--- config.mk ---
export PLATFORM = sky130hd
export DESIGN_NAME = serial_four_bit_subtractor
export DESIGN_NICKNAME = d
export VERILOG_FILES = /design/src/rtl/serial_four_bit_subtractor.sv
export SDC_FILE = /design/constraint.sdc
export NUM_CORES = 1
export LEC_CHECK = 0
export CAP_MARGIN = 20
export CORE_MARGIN = 1
export CORE_UTILIZATION = 54
export CTS_CLUSTER_DIAMETER = 80
export DETAILED_ROUTE_END_ITERATION = 8
export PLACE_DENSITY = 0.82
export SYNTH_ARGS = -nofsm -noshare
export SYNTH_HDL_FRONTEND = slang
export SYNTH_SLANG_ARGS = --single-unit
--- constraint.sdc ---
create_clock -name clk -period 2.9 [get_ports clk]
set_clock_uncertainty 0.2 [all_clocks]
set_input_delay 0.725 -clock clk [delete_from_list [all_inputs] [get_ports clk]]
set_output_delay 0.725 -clock clk [all_outputs]
set_load 0.02 [all_outputs]
--- src/rtl/serial_four_bit_subtractor.sv ---
`default_nettype none
// ============================================================================
//  Module      : serial_four_bit_subtractor
//  Description : Bit-serial subtractor, LSB first. A single full-subtractor
//                cell and a borrow flip-flop compute D = A - B - borrow_in
//                over WIDTH cycles, with a start/done handshake and
//                borrow-out, signed-overflow and zero flags.
//  Revision    : 1.0 - initial release
// ============================================================================
module serial_four_bit_subtractor #(
    parameter int WIDTH = 4
) (
    input  logic             clk,
    input  logic             rst_n,
    input  logic             start,
    input  logic [WIDTH-1:0] A,
    input  logic [WIDTH-1:0] B,
    input  logic             Bin_n,
    output logic             busy,
    output logic             done,
    output logic [WIDTH-1:0] D,
    output logic             Bout,
    output logic             OV,
    output logic             Z
);

    // Counter is one bit wider than needed to index WIDTH bits, so the
    // value after the final shift (WIDTH) never wraps.
    localparam int             CW       = $clog2(WIDTH) + 1;
    localparam logic [CW-1:0]  LAST_CNT = CW'(WIDTH - 1);
    localparam logic [CW-1:0]  CNT_ONE  = CW'(1);

    localparam logic [0:0]     S_IDLE   = 1'b0;
    localparam logic [0:0]     S_SHIFT  = 1'b1;

    // ------------------------------------------------------------------
    // State and datapath registers
    // ------------------------------------------------------------------
    logic [0:0]       state_q, state_d;
    logic [WIDTH-1:0] a_sh_q;
    logic [WIDTH-1:0] b_sh_q;
    logic [WIDTH-1:0] res_sh_q;
    logic             br_q;
    logic [CW-1:0]    cnt_q;
    // Operand sign bits are kept aside because the shift registers have
    // discarded them by the time the overflow flag is computed.
    logic             a_msb_q;
    logic             b_msb_q;

    logic [WIDTH-1:0] d_q;
    logic             bout_q;
    logic             ov_q;
    logic             z_q;
    logic             done_q;

    // ------------------------------------------------------------------
    // Full-subtractor cell and control decodes
    // ------------------------------------------------------------------
    logic             a0;
    logic             b0;
    logic             d_bit;
    logic             br_d;
    logic [WIDTH-1:0] res_d;
    logic             accept;
    logic             last_bit;

    assign a0       = a_sh_q[0];
    assign b0       = b_sh_q[0];
    assign d_bit    = a0 ^ b0 ^ br_q;
    assign br_d     = (~a0 & b0) | (~(a0 ^ b0) & br_q);
    // New difference bit enters at the MSB; after WIDTH shifts the first
    // bit computed has travelled down to bit 0.
    assign res_d    = {d_bit, res_sh_q[WIDTH-1:1]};
    assign accept   = (state_q == S_IDLE) && start;
    assign last_bit = (state_q == S_SHIFT) && (cnt_q == LAST_CNT);

    // State register
    always_ff @(posedge clk or negedge rst_n) begin
        if (!rst_n) begin
            state_q <= S_IDLE;
        end else begin
            state_q <= state_d;
        end
    end

    // Next-state logic: leave IDLE on start, return after the last bit
    always_comb begin
        state_d = state_q;
        case (state_q)
            S_IDLE:  if (start)    state_d = S_SHIFT;
            S_SHIFT: if (last_bit) state_d = S_IDLE;
            default:               state_d = S_IDLE;
        endcase
    end

    // Output decode: busy exactly while bits are being processed
    always_comb begin
        busy = 1'b0;
        case (state_q)
            S_SHIFT: busy = 1'b1;
            default: busy = 1'b0;
        endcase
    end

    // Serial datapath: load operands on accept, shift one bit per cycle
    always_ff @(posedge clk or negedge rst_n) begin
        if (!rst_n) begin
            a_sh_q   <= '0;
            b_sh_q   <= '0;
            res_sh_q <= '0;
            br_q     <= 1'b0;
            cnt_q    <= '0;
            a_msb_q  <= 1'b0;
            b_msb_q  <= 1'b0;
        end else if (accept) begin
            a_sh_q   <= A;
            b_sh_q   <= B;
            res_sh_q <= '0;
            br_q     <= ~Bin_n;
            cnt_q    <= '0;
            a_msb_q  <= A[WIDTH-1];
            b_msb_q  <= B[WIDTH-1];
        end else if (state_q == S_SHIFT) begin
            a_sh_q   <= {1'b0, a_sh_q[WIDTH-1:1]};
            b_sh_q   <= {1'b0, b_sh_q[WIDTH-1:1]};
            res_sh_q <= res_d;
            br_q     <= br_d;
            cnt_q    <= cnt_q + CNT_ONE;
        end
    end

    // Result registers: updated only on the final bit, held otherwise
    always_ff @(posedge clk or negedge rst_n) begin
        if (!rst_n) begin
            d_q    <= '0;
            bout_q <= 1'b0;
            ov_q   <= 1'b0;
            z_q    <= 1'b0;
            done_q <= 1'b0;
        end else begin
            done_q <= last_bit;
            if (last_bit) begin
                d_q    <= res_d;
                bout_q <= br_d;
                ov_q   <= (a_msb_q != b_msb_q) && (res_d[WIDTH-1] != a_msb_q);
                z_q    <= (res_d == '0);
            end
        end
    end

    assign done = done_q;
    assign D    = d_q;
    assign Bout = bout_q;
    assign OV   = ov_q;
    assign Z    = z_q;

endmodule
`default_nettype wire

# --- After elaboration in Yosys (flattened, before gate mapping) ---
# Index checks and enable logic that the tools add are counted.
word_totals:
  regBits: 27
  latchBits: 0
  mem_bits_rw: 0
  rom_bits: 0
  input_bits: 12
  out_inout_bits: 9
  mem_count: 0
classes:
  addsub: 1
  mul: 0
  n_div: 0
  magnitude_cmp: 0
  n_eq_ne: 3
  shift: 0
  mux: 14
  bitwise: 9
  n_reduce_logical: 5
ops:
  columns: ["operator", "n"]
  rows:
  - ["4-bit 2-to-1 mux", 6]
  - ["3-bit 2-to-1 mux", 2]
  - ["1-bit 2-to-1 mux", 5]
  - ["4-bit zero test", 1]
  - ["1-bit inverter", 4]
  - ["3-bit by 1-bit adder with 3-bit output (second input constant)", 1]
  - ["3-bit by 2-bit equality test with 1-bit output (second input constant)", 1]
  - ["1-bit logical AND", 3]
  - ["1-bit bitwise AND", 2]
  - ["1-bit != test", 2]
  - ["1-bit case mux with 2 select lines", 1]
  - ["2-bit nonzero test", 1]
  - ["1-bit bitwise XOR", 2]
  - ["1-bit bitwise OR", 1]

# --- Depth between registers and ports, before layout ---
logic_depth:
  depth_word: 6
  depth_mapped: 5

# --- Worst setup path after synthesis ---
# OpenSTA, ideal clock, no wires.
synth_timing:
  path_type: "register to register"
  from: "register a_sh_q[0]"
  to: "register ov_q (netlist: OV)"
  setup_ns: 0.082
  arrival_ns: 1.421
  setup_slack_ns: 1.197
  stages_incl_launch_ff: 5
  path_buffers: 0
  cell_sequence: "dfrtp_1 > inv_1 > fa_1 > or3b_1 > a31oi_1"
synth_via:
  elab_chain_cells: 4
synth_rtl:
  columns: ["element", "line", "source"]
  rows:
  - ["from (decl)", "40", "logic [WIDTH-1:0] a_sh_q;"]
  - ["from (signal assigned)", "124", "a_sh_q <= {1'b0, a_sh_q[WIDTH-1:1]};"]
  - ["1-bit bitwise XOR (2 in a row)", "69", "assign d_bit = a0 ^ b0 ^ br_q;"]
  - ["1-bit != test", "145", "ov_q <= (a_msb_q != b_msb_q) && (res_d[WIDTH-1] != a_msb_q);"]
  - ["1-bit logical AND", "145", null]
  - ["to (signal assigned)", "145", null]
  - ["to (decl)", "52", "logic ov_q;"]
# No other way between the ends.
# A chain may end at the register's enable or synchronous reset.

# --- Worst setup path after layout ---
layout_timing:
  from: "register state_q"
  to: "output busy"
layout_via:
  elab_chain_cells: 1
layout_rtl:
  columns: ["element", "line", "source"]
  rows:
  - ["from (decl)", "39", "logic [0:0] state_q, state_d;"]
  - ["from (signal assigned)", "82", "state_q <= state_d;"]
  - ["1-bit 2-to-1 mux", "99", "case (state_q)"]
  - ["to (decl)", "19", "output logic busy,"]
# No other way between the ends.

==> run_results.csv <==
group,metric,value,unit
status,status,"finished clean",
die,chipHeight,48.8,um
setup_path,cp_top_family,"buffers and inverters",
layout,drive_above_1_share,15.3,%
clock_tree,hold_buffers,0,
setup_path,endpoint_kind,"primary output",
sta,period_needed,2.23,ns
sta,finalHoldViolCount,0,
global_routing,grt_max_degree,30,
placed_design,portBuffers,20,
setup_path,slowest_stage,"clkdlybuf4s50_1",
synthesis,syn-num-nets,111,
clock_tree,clk_latency,0.31,ns
power,power.leakage,0.671,nW
global_routing,grt_usage,18.4,%
sta,setup_viol,0,
route,antenna_left,0,
setup_path,cp.required,1.98,ns
clock_tree,clockBufferDepth,2,
synthesis,synth.avg_cell_area,12.4,um2
route,drtPass1Iterations,3,
placed_design,globalplace.congestion,0.736,
synthesis,synth_area_leaders,"dfrtp_1, mux2i_1, mux2_2",
clock_tree,cts_max_level,1,
die,rows,16,
setup_path,crit_arrival,1.30,ns
setup_path,path_buf_inv,1,
die,start_util,59.0,%
clock_tree,clk_pin_slew_worst_paths,0.14,ns
global_routing,grt_antenna_before_repair,0,
setup_path,cp-start-kind,"register",
route,drtIter0Drc,2,
global_routing,grt_first_pass_wirelength,3.35,mm
setup_path,r2r-start,"a_sh_q[0]",
synthesis,yosysSeqAreaShare,55.1,%
die,die_x,48.8,um
synthesis,syn_inst,95,
die,core,2000,um2
route,wl,1.89,mm
die,dieArea,2380,um2
sta,post-route-period-util,76.9,%
layout,nFillCells,159,
setup_path,path_cells,"clkdlybuf4s50_1",
setup_path,critPathKind,"register to primary output",
clock_tree,post_cts_buffers,0,
die,ios,21,
route,viasPerCell,5.14,
sta,fin_tns_setup,0,ns
synthesis,yosysTopAreaCellShare,55.1,%
layout,layout-area-overhead-vs-synth,23.4,%
route,wl_per_cell,13.1,um
min_path,hold_class,"register to register",
power,powerDensity,1070,nW/um2
synthesis,yosysTopAreaCell,"dfrtp_1",
placed_design,dp_hpwl,1.39,mm
clock_tree,cts_root_buf,"clkbuf_4",
power,vdd_drop_max,0.000718,V
synthesis,synth-main-ff-cell,"dfrtp_1",
clock_tree,cts_buffers,3,
layout,diodes,0,
sta,max_freq,448,MHz
run,cap_viol_max_count,0,
clock_tree,cts_tree,"yes",
synthesis,synth_common_cells,"dfrtp_1, mux2i_1, nand2_1, mux2_2, o21ai_1",
sta,drv_slew,0,
synthesis,synth_seq_cells,26,
route,vias,745,
synthesis,yosysWarnings,0,
clock_tree,cts-resized-gates,0,
setup_path,max_stage_delay,0.61,ns
sta,maxSlewHeadroom,76.6,%
global_routing,grt_pass1_vias,771,
sta,rsz0062_at_grt,"false",
synthesis,synth_most_common_cell,"dfrtp_1",
synthesis,yosys.cell_types.count,26,
global_routing,gr-total-overflow,0,
synthesis,synth_enable_flop_cells,0,
clock_tree,cts_sinks,26,
setup_path,worst-path-max-fanout,2,
synthesis,syn_area,1180,um2
synthesis,synthArstFlopShare,100,%
route,drc_errors,0,
min_path,worstHoldStart,"a_sh_q[3]",
power,power.total,1.56,mW
sta,worst_pin_slew,0.351,ns
setup_path,crit_start,"state_q",
layout,nets,135,
-- where the power goes --
part	internal [mW]	switching, mW	leakage (nW)
registers	0.522	0.102	0.327
logic	0.352	0.338	0.317
clock network	0.140	0.105	0.0279
-- through the flow --
| step | setup slack, ns | util [%] | area, um2 | std cells | hold WS [ns] |
|---|---|---|---|---|---|
| 2_1_floorplan | 1.20 | - | 1180 | 95 | 0.229 |
| 3_3_place_gp | 0.639 | 70.2 | 1410 | 141 | 0.272 |
| 3_5_place_dp | 0.613 | 70.2 | 1410 | 141 | 0.285 |
| 4_1_cts | 0.659 | 72.8 | 1460 | 145 | 0.316 |
| 5_1_grt | 0.606 | 72.8 | 1460 | 145 | 0.348 |
| 6_report | 0.670 | 72.8 | 1460 | 145 | 0.311 |
-- metal layers --
layer	global-route usage [%]	vias up	share of wire (%)	wire (um)
li1	-	365	-	-
met1	23.6	364	44	841
met2	32.2	14	52	989
met3	2.80	2	2.5	48
met4	5.88	0	0.69	13
met5	0	-	0	0
-- cell type report --
cell class	instances	area (um2)	share of cell area, %
tap	27	33.8	2.32
clock buffer	3	22.5	1.55
sequential	26	651	44.6
inverter	6	22.5	1.55
timing repair buffer	23	223	15.3
clock inverter	1	30.0	2.06
multi-input combinational	59	475	32.6
-- kinds of logic (layout without fill, tap and decap cells) --
| kind of cell | Yosys count | in the layout | share of synthesized area, % |
|---|---|---|---|
| DFF | 26 | 26 | 55.1 |
| and+or+nand+nor | 24 | 24 | 11.5 |
| muxes | 18 | 18 | 16.4 |
| AOI/OAI and AO/OA | 13 | 13 | 6.78 |
| buffers and inverters | 10 | 33 | 4.66 |
| adders and majority gates | 4 | 4 | 5.51 |
-- sequential cells by signal (all words and copies together), names as in the netlist, 3 cells and up --
register	count
a_sh_q	4
b_sh_q	4
cnt_q	3
D	4
res_sh_q	3
-- cell usage in the layout (no fill, tap or decap), types with 2 or more instances in the layout --
cell type,synthesis,routed
o21ai_1,6,6
nand2_1,8,8
ha_1,2,2
inv_1,5,5
buf_4,0,3
nor2_1,5,5
clkdlybuf4s50_1,0,20
fa_1,2,2
dfrtp_1,26,26
o21ai_0,2,2
mux2i_1,10,10
nand2b_1,5,5
mux2_2,7,7
clkbuf_4,0,3
-- worst paths after layout --
check,slack [ns],cells after the start,end
setup / recovery,0.67,1,busy
hold / removal,0.31,2,a_sh_q[2]
setup reg to reg,1.08,4,OV
hold reg to reg,0.31,2,a_sh_q[2]
max in group asynchronous,1.70,2,cnt_q[2]
min in group asynchronous,0.56,2,D[0]
Power figures use the tool's default switching activity.
